`src/rtl/mixer_accum.sv`:
```
`default_nettype none
// ============================================================================
// Module      : mixer_accum
// Description : Multi-channel mix sequencer/accumulator. On each frame
//               strobe it reads NCH (sample, gain) pairs from the channel
//               register file, issues one pair per cycle to an external
//               pipelined Q1.23 multiplier, follows the products with a tag
//               pipeline, and sums them. It then emits one saturated 24-bit
//               mixed sample per frame.
// Revision    : 1.0  initial release
// ============================================================================
module mixer_accum #(
  parameter int NCH        = 4,
  parameter int CH_BITS    = 2,
  parameter int MP_LATENCY = 6
) (
  input  logic               clk,
  input  logic               rst_n,
  input  logic               frame_i,
  output logic [CH_BITS-1:0] ch_sel_o,
  input  logic [23:0]        sample_i,
  input  logic [23:0]        gain_i,
  output logic [23:0]        mpcand_o,
  output logic [23:0]        mplier_o,
  input  logic [23:0]        mprod_i,
  output logic [23:0]        mix_o,
  output logic               mix_valid_o,
  output logic               busy_o,
  output logic               ovf_o
);

  // The accumulator has enough headroom for NCH full-scale products plus a
  // sign bit, so the running sum never wraps before the final clamp.
  localparam int ACC_W = 24 + CH_BITS + 1;

  localparam logic signed [ACC_W-1:0] SAT_MAX = {{(ACC_W-24){1'b0}}, 24'h7fffff};
  localparam logic signed [ACC_W-1:0] SAT_MIN = {{(ACC_W-24){1'b1}}, 24'h800000};

  typedef enum logic [1:0] {
    ST_IDLE  = 2'd0,
    ST_ISSUE = 2'd1,
    ST_DRAIN = 2'd2
  } state_t;

  state_t                    state_q, state_d;
  logic [CH_BITS-1:0]        ch_sel_q, ch_sel_d;
  logic [23:0]               mpcand_q, mpcand_d;
  logic [23:0]               mplier_q, mplier_d;
  logic signed [ACC_W-1:0]   acc_q, acc_d;
  logic [23:0]               mix_q, mix_d;
  logic                      mix_valid_q, mix_valid_d;
  logic                      busy_q, busy_d;
  logic                      ovf_q, ovf_d;

  // The operand-stage tag travels alongside mpcand_o/mplier_o. The
  // MP_LATENCY-deep pipeline behind it mirrors the multiplier's internal
  // stages, so the pipeline output lines up with mprod_i.
  logic                      op_valid_q, op_valid_d;
  logic                      op_last_q, op_last_d;
  logic [MP_LATENCY-1:0]     tag_valid_q, tag_valid_d;
  logic [MP_LATENCY-1:0]     tag_last_q, tag_last_d;

  logic                      tag_out_valid;
  logic                      tag_out_last;
  logic signed [ACC_W-1:0]   prod_ext;
  logic signed [ACC_W-1:0]   sum;
  logic                      last_ch;

  assign tag_out_valid = tag_valid_q[MP_LATENCY-1];
  assign tag_out_last  = tag_last_q[MP_LATENCY-1];
  assign prod_ext      = {{(ACC_W-24){mprod_i[23]}}, mprod_i};
  assign sum           = acc_q + prod_ext;
  assign last_ch       = (ch_sel_q == CH_BITS'(NCH - 1));

  generate
    if (MP_LATENCY > 1) begin : g_tag_shift
      // Shift the tag pipeline by one stage every cycle.
      always_comb begin
        tag_valid_d = {tag_valid_q[MP_LATENCY-2:0], op_valid_q};
        tag_last_d  = {tag_last_q[MP_LATENCY-2:0], op_last_q};
      end
    end else begin : g_tag_single
      // Single-stage multiplier: the pipeline is one register deep.
      always_comb begin
        tag_valid_d = op_valid_q;
        tag_last_d  = op_last_q;
      end
    end
  endgenerate

  // Sequencer next state, operand issue and product accumulation.
  always_comb begin
    state_d     = state_q;
    ch_sel_d    = ch_sel_q;
    mpcand_d    = '0;
    mplier_d    = '0;
    op_valid_d  = 1'b0;
    op_last_d   = 1'b0;
    acc_d       = acc_q;
    mix_d       = mix_q;
    mix_valid_d = 1'b0;
    busy_d      = busy_q;
    ovf_d       = ovf_q;

    case (state_q)
      ST_IDLE: begin
        if (frame_i) begin
          state_d  = ST_ISSUE;
          busy_d   = 1'b1;
          acc_d    = '0;
          ch_sel_d = '0;
        end
      end
      ST_ISSUE: begin
        mpcand_d   = sample_i;
        mplier_d   = gain_i;
        op_valid_d = 1'b1;
        op_last_d  = last_ch;
        if (last_ch) begin
          ch_sel_d = '0;
          state_d  = ST_DRAIN;
        end else begin
          ch_sel_d = ch_sel_q + 1'b1;
        end
      end
      ST_DRAIN: begin
        // Operands stay zero while the remaining products return.
      end
      default: begin
        state_d = ST_IDLE;
      end
    endcase

    // Products are only taken when their tag reaches the pipeline output.
    // The last one closes the frame.
    if (tag_out_valid) begin
      if (tag_out_last) begin
        if (sum > SAT_MAX) begin
          mix_d = 24'h7fffff;
          ovf_d = 1'b1;
        end else if (sum < SAT_MIN) begin
          mix_d = 24'h800000;
          ovf_d = 1'b1;
        end else begin
          mix_d = sum[23:0];
          ovf_d = 1'b0;
        end
        mix_valid_d = 1'b1;
        busy_d      = 1'b0;
        acc_d       = '0;
        state_d     = ST_IDLE;
      end else begin
        acc_d = sum;
      end
    end
  end

  // State registers. Reset also aborts any frame in flight.
  always_ff @(posedge clk) begin
    if (!rst_n) begin
      state_q     <= ST_IDLE;
      ch_sel_q    <= '0;
      mpcand_q    <= '0;
      mplier_q    <= '0;
      op_valid_q  <= 1'b0;
      op_last_q   <= 1'b0;
      tag_valid_q <= '0;
      tag_last_q  <= '0;
      acc_q       <= '0;
      mix_q       <= '0;
      mix_valid_q <= 1'b0;
      busy_q      <= 1'b0;
      ovf_q       <= 1'b0;
    end else begin
      state_q     <= state_d;
      ch_sel_q    <= ch_sel_d;
      mpcand_q    <= mpcand_d;
      mplier_q    <= mplier_d;
      op_valid_q  <= op_valid_d;
      op_last_q   <= op_last_d;
      tag_valid_q <= tag_valid_d;
      tag_last_q  <= tag_last_d;
      acc_q       <= acc_d;
      mix_q       <= mix_d;
      mix_valid_q <= mix_valid_d;
      busy_q      <= busy_d;
      ovf_q       <= ovf_d;
    end
  end

  assign ch_sel_o    = ch_sel_q;
  assign mpcand_o    = mpcand_q;
  assign mplier_o    = mplier_q;
  assign mix_o       = mix_q;
  assign mix_valid_o = mix_valid_q;
  assign busy_o      = busy_q;
  assign ovf_o       = ovf_q;

endmodule
`default_nettype wire

```
`config.mk`:
```
export PLATFORM = sky130hd
export DESIGN_NAME = mixer_accum
export DESIGN_NICKNAME = d
export VERILOG_FILES = /design/src/rtl/mixer_accum.sv
export SDC_FILE = /design/constraint.sdc
export NUM_CORES = 1
export LEC_CHECK = 0
export CAP_MARGIN = 20
export CORE_AREA = 10 10 125 127
export DETAILED_ROUTE_END_ITERATION = 10
export DIE_AREA = 0 0 135 137
export HOLD_SLACK_MARGIN = 0.08
export PLACE_DENSITY_LB_ADDON = 0.1
export SKIP_CTS_REPAIR_TIMING = 1
export SYNTH_ARGS = -nofsm -noshare
export SYNTH_HDL_FRONTEND = slang
export SYNTH_SLANG_ARGS = --single-unit
```
`constraint.sdc`:
```
create_clock -name clk -period 4.2 [get_ports clk]
set_clock_uncertainty 0.1 [all_clocks]
set_input_delay 0.84 -clock clk [delete_from_list [all_inputs] [get_ports clk]]
set_output_delay 0.84 -clock clk [all_outputs]
set_load 0.005 [all_outputs]
```
After elaboration in Yosys (flattened, before gate mapping) --
Cells that the tools add are included.
Word-level totals: output and inout port bits 77, register bits 120, logic and storage cells 52
Cells by class: equal/unequal tests 4, $add $sub $neg 2, multiplexer cells 22, reduce and logical (&&, ||, !) cells 9, $lt $le $gt $ge 2
Operators with widths (number):
- 27-bit 2-to-1 mux | 4
- 24-bit 2-to-1 mux | 2
- 27-bit by 24-bit adder with 27-bit output | 1
- 27-bit by 24-bit greater-than comparator with 1-bit output, second input constant | 1
- 27-bit by 24-bit less-than comparator with 1-bit output, second input constant | 1
- 2-bit 2-to-1 mux | 6
- 2-bit AND reduction | 5
- 1-bit 2-to-1 mux | 8
- 2-bit one-hot mux with 3 select lines | 1
- 2-bit nonzero test | 3
- 2-bit equality test, second input constant | 2
- 2-bit one-hot mux with 2 select lines | 1
- 2-bit by 1-bit adder with 2-bit output, second input constant | 1
- 2-bit by 1-bit equality test with 1-bit output, second input constant | 1
- 2-bit zero test | 1
- 2-bit inequality test, second input constant | 1

Longest topological paths before layout --
word-level depth 5, mapped depth 12, mapped depth without buffers 10

Least setup slack after synthesis --
No wires, ideal clock.
path type input -> register, start point input mprod_i[0], end point register mix_q[17], in the netlist mix_o[17], setup slack 0.618 ns, arrival time 3.360 ns, stages on the path 12, buffers on the path 2, library setup time 0.122 ns, cell sequence ha_1 > fa_1 > a211oi_1 > o211ai_1 > a21oi_2 > a21oi_1 > a21oi_1 > xnor2_1 > o31a_1 > buf_6 > buf_8 > a221o_1
Between the ends: cells in the longest elaborated chain, start to end 4, elaborated cells on any way between the ends 5, classes of those cells add/sub (1); order compare (2); mux (2)
Ends and longest elaborated chain:
- from (decl) | RTL line 25 | input logic [23:0] mprod_i,
- 27-bit by 24-bit adder with 27-bit output (*) | RTL line 72 | assign sum = acc_q + prod_ext;
- 27-bit by 24-bit less-than comparator with 1-bit output | RTL line 141 | end else if (sum < SAT_MIN) begin
- 24-bit 2-to-1 mux | RTL line 141
- 24-bit 2-to-1 mux (*) | RTL line 138 | if (sum > SAT_MAX) begin
- to (signal assigned) | RTL line 184 | mix_q <= mix_d;
- to (decl) | RTL line 50 | logic [23:0] mix_q, mix_d;
Mark *: on every way between the ends. The rest lies on a longest branch, timed or not. A chain may end at the register's enable or synchronous reset.

Final worst setup path --
start point input mprod_i[0], end point register mix_q[11], in the netlist mix_o[11]
Same word-level chain as after synthesis.

==> run summary <==
The worst-case IR drop observed on VDD is 219 µV. In this run the worst path has a maximum fanout of 20. The worst setup path is of the in2reg kind. For this run, design rule violations remaining after detail routing come to 0. The die height works out to 137 µm. In the global route stage, overall resource usage came out at 15.9%. Type of element launching the critical path: an input port. Traced cell by cell, the critical path runs through clkdlybuf4s50_1 > ha_1 > fa_1 > a211oi_1 > o21ai_1 > nand2_1 > a31oi_1 > and4_1 > o31a_1 > a41o_1 > buf_12 > a221o_1.

The first routing iteration left 328 violations. The total congestion overflow after global routing is 0, and the total power is 2890 µW. The routed design has 14700 µm of wire.

The later pin in the worst-skew pair is clocked with a latency of 0.42 ns. The number of antenna diodes is 0. The H-tree generated during clock tree synthesis spans 4 levels. The area overhead of the layout relative to synthesis works out to 45.1%.

The logs give 4533 for the number of global-route vias before repair and 120 for the clock net sink count. The tool flagged a number of max-cap violations equal to 0. Registers are responsible for 40.3% of the overall power.

The internal power was 2290 µW. The worst hold path belongs to the class reg2reg. The cell area that synthesis handed to floorplanning was 5160 µm².

The run gives 269 MHz as the timing-limited maximum frequency. The transition at the pin with the smallest max-transition slack works out to 1.15 ns. The final count of hold timing violations was 0. The root buffer cell chosen for the clock tree is sky130_fd_sc_hd__clkbuf_16. In the routed layout, each cell is associated on average with a via count of 5.18. After legalization and detailed placement, the total HPWL measured 10700 µm.

The leading cell type by number of instances after synthesis is sky130_fd_sc_hd__dfxtp_1. The share of synthesized area in the top cell type comes to 46.6%. For the number of rows in the core area, the log shows 42. STA puts the critical path data arrival time at 3.92 ns. The worst pin sits at a relative slew slack of 23.0%. The part of the power in combinational logic is 8.1%.

The power density of the placed cells was 387 nW/µm². Capturing element type of the critical path: a flop. The die covers 18500 µm². TritonCTS built the clock tree. The total count of max-transition violations in the final report is 0. Ranked by total cell area, the synthesized netlist is headed by sky130_fd_sc_hd__dfxtp_1 (47%), sky130_fd_sc_hd__ha_1 (6.6%), sky130_fd_sc_hd__and3_1 (6.3%). The worst hold-check slack was 0.329 ns; the total core area was 13100 µm². Buffers placed on the I/O ports in this run total 151.

Sequential cells were found to cover 46.6% of the synthesized design area. The slowest stage of the critical path is the sky130_fd_sc_hd__clkdlybuf4s50_1 cell. Clock transition time at the flip-flop clock pins of the worst setup and hold paths: 0.05 ns. 152 I/O pins were placed. Of the total power, the clock network draws 51.6%.

Routability-driven placement finished with a final weighted congestion of 0.882. In the final routed layout, each cell accounts on average for 16.9 µm. After synthesis, the netlist uses 52 different library cells. For the number of warning messages in the yosys log, the log shows 0. The chip width was 135 µm. The analysis attributes to cell leakage a power of 0.00307 µW. CTS buffer count: 17. In this run the power spent charging and discharging nets is 607 µW.

At the worst endpoint, the required time is 4.40 ns. For this run, the leading register cell type out of synthesis is sky130_fd_sc_hd__dfxtp_1. The tools report the number of detailed-route iterations in the first pass as 5. Wire length of the first global-routing pass: 23500 µm. In this design, the stage delay of the slowest critical-path cell is 0.40 ns. Setup violations remaining at the end of the flow were counted as 0. The share of async-settable or async-resettable flops after synthesis is 0%.

The run finished with clean final reports. The logs give 0 ns for the setup TNS and 0 for the number of nets still failing antenna checks after routing. Counting flops with a built-in enable in the synthesized netlist gives 0. Counting flops and latches in the post-synthesis netlist gives 120. After technology mapping, the gate count stands at 525. Setup repair after global routing left no endpoint under its margin. The post-route fraction of the period consumed by the critical path is 88.6%, and the slack of the worst reg-to-reg path is 1.01 ns.

Cells with a size suffix above 1 make up 8.12% of the layout. A synthesized cell averages 9.82 µm². The run gives 628 as the net count of the mapped netlist. The leading area contributor after synthesis was sky130_fd_sc_hd__dfxtp_1. The final layout contains 782 nets. The initial utilization of the core area, before any placement, comes to 39.4%. The final critical path time including I/O delays and setup was 3.72 ns; the number of buffers on the longest clock path was 2.

The switching share of power works out to 21.0%. After synthesis, the most frequently instantiated cells are sky130_fd_sc_hd__dfxtp_1 (120), sky130_fd_sc_hd__and3_1 (52), sky130_fd_sc_hd__a21oi_1 (34). The number of antenna violations at the first check in global routing is 0, and the number of vias in the routed layout is 4482. Entering global routing, the biggest net connects 69 pins.
final cells by class:
class | count | area [µm²]
Clock buffer | 21 | 450
Inverter | 5 | 18.8
Clock inverter | 9 | 150
Timing Repair Buffer | 164 | 1630
Tap cell | 176 | 220
Sequential cell | 120 | 2400
Fill cell | 1148 | 5600
Multi-Input combinational cell | 371 | 2610
cells by family after synthesis:
| group | count (synthesis) | share of synthesized area (%) |
|---|---|---|
| DFF | 120 | 46.6 |
| buffers and inverters | 34 | 2.91 |
| adders and majority gates | 28 | 6.94 |
| xor gates and xnor gates | 24 | 4.22 |
| muxes | 1 | 0.194 |
| and+or+nand+nor | 174 | 18.6 |
| AOI/OAI and AO/OA | 144 | 20.5 |
worst max-delay path: cells and delay by family:
family / cells / cell delay (ns)
buf+inv: 2 / 0.57
compound gates: 6 / 1.51
fa+ha+maj: 2 / 0.64
simple gates: 2 / 0.35
placed cells by master (no fill, tap or decap), types with 12 or more instances in the layout:
cell                              netlist  routed
sky130_fd_sc_hd__a22oi_1               25      25
sky130_fd_sc_hd__nand2_1               32      32
sky130_fd_sc_hd__dfxtp_1              120     120
sky130_fd_sc_hd__clkbuf_16              0      17
sky130_fd_sc_hd__o21ai_0               19      19
sky130_fd_sc_hd__nor2_1                16      16
sky130_fd_sc_hd__and2_1                16      16
sky130_fd_sc_hd__nor2b_1               28      26
sky130_fd_sc_hd__ha_1                  27      27
sky130_fd_sc_hd__xnor2_1               12      12
sky130_fd_sc_hd__a221o_1               20      20
sky130_fd_sc_hd__and3_1                52      52
sky130_fd_sc_hd__a21oi_1               34      34
sky130_fd_sc_hd__clkdlybuf4s50_1        0     150
power by group through the flow:
stage	sequential, µW	clock [µW]	combinational (µW)
floorplan	1190	0	99.1
global placement	1190	0	233
detailed placement	1190	0	236
CTS	1170	1520	238
global route	1170	1580	260
finish	1170	1490	236
per-layer routing:
metal,vias to the layer above,track usage [%],part of all wire [%]
li1,2246,-,-
met1,2111,19.5,45
met2,109,25.0,47
met3,16,5.72,6.8
met4,0,6.58,1.3
met5,-,0,0
stage by stage:
step                utilization (%)  area (µm²)  setup slack (ns)  cells
global placement               52.6        6880            0.0869    836
global route                   57.2        7480             0.304    866
detailed placement             52.6        6880            0.0216    836
finish                         57.2        7480             0.477    866
floorplan                         -        5160             0.618    525
CTS                            57.2        7480             0.463    866
final timing paths:
path,start,to,depth (start not counted)
hold / removal,op_last_q,tag_last_q[0],1
setup reg to reg,acc_q[0],mix_o[11],11
hold reg to reg,op_last_q,tag_last_q[0],1
setup / recovery,mprod_i[0],mix_o[11],12
registers in the layout (all words and copies together), names as in the netlist, 2 cells and up:
signal       cells
mpcand_o        24
ch_sel_o         2
state_q          2
acc_q           27
tag_last_q       6
mplier_o        24
tag_valid_q      6
mix_o           24
Note: power is estimated with default switching activity, not from simulation.
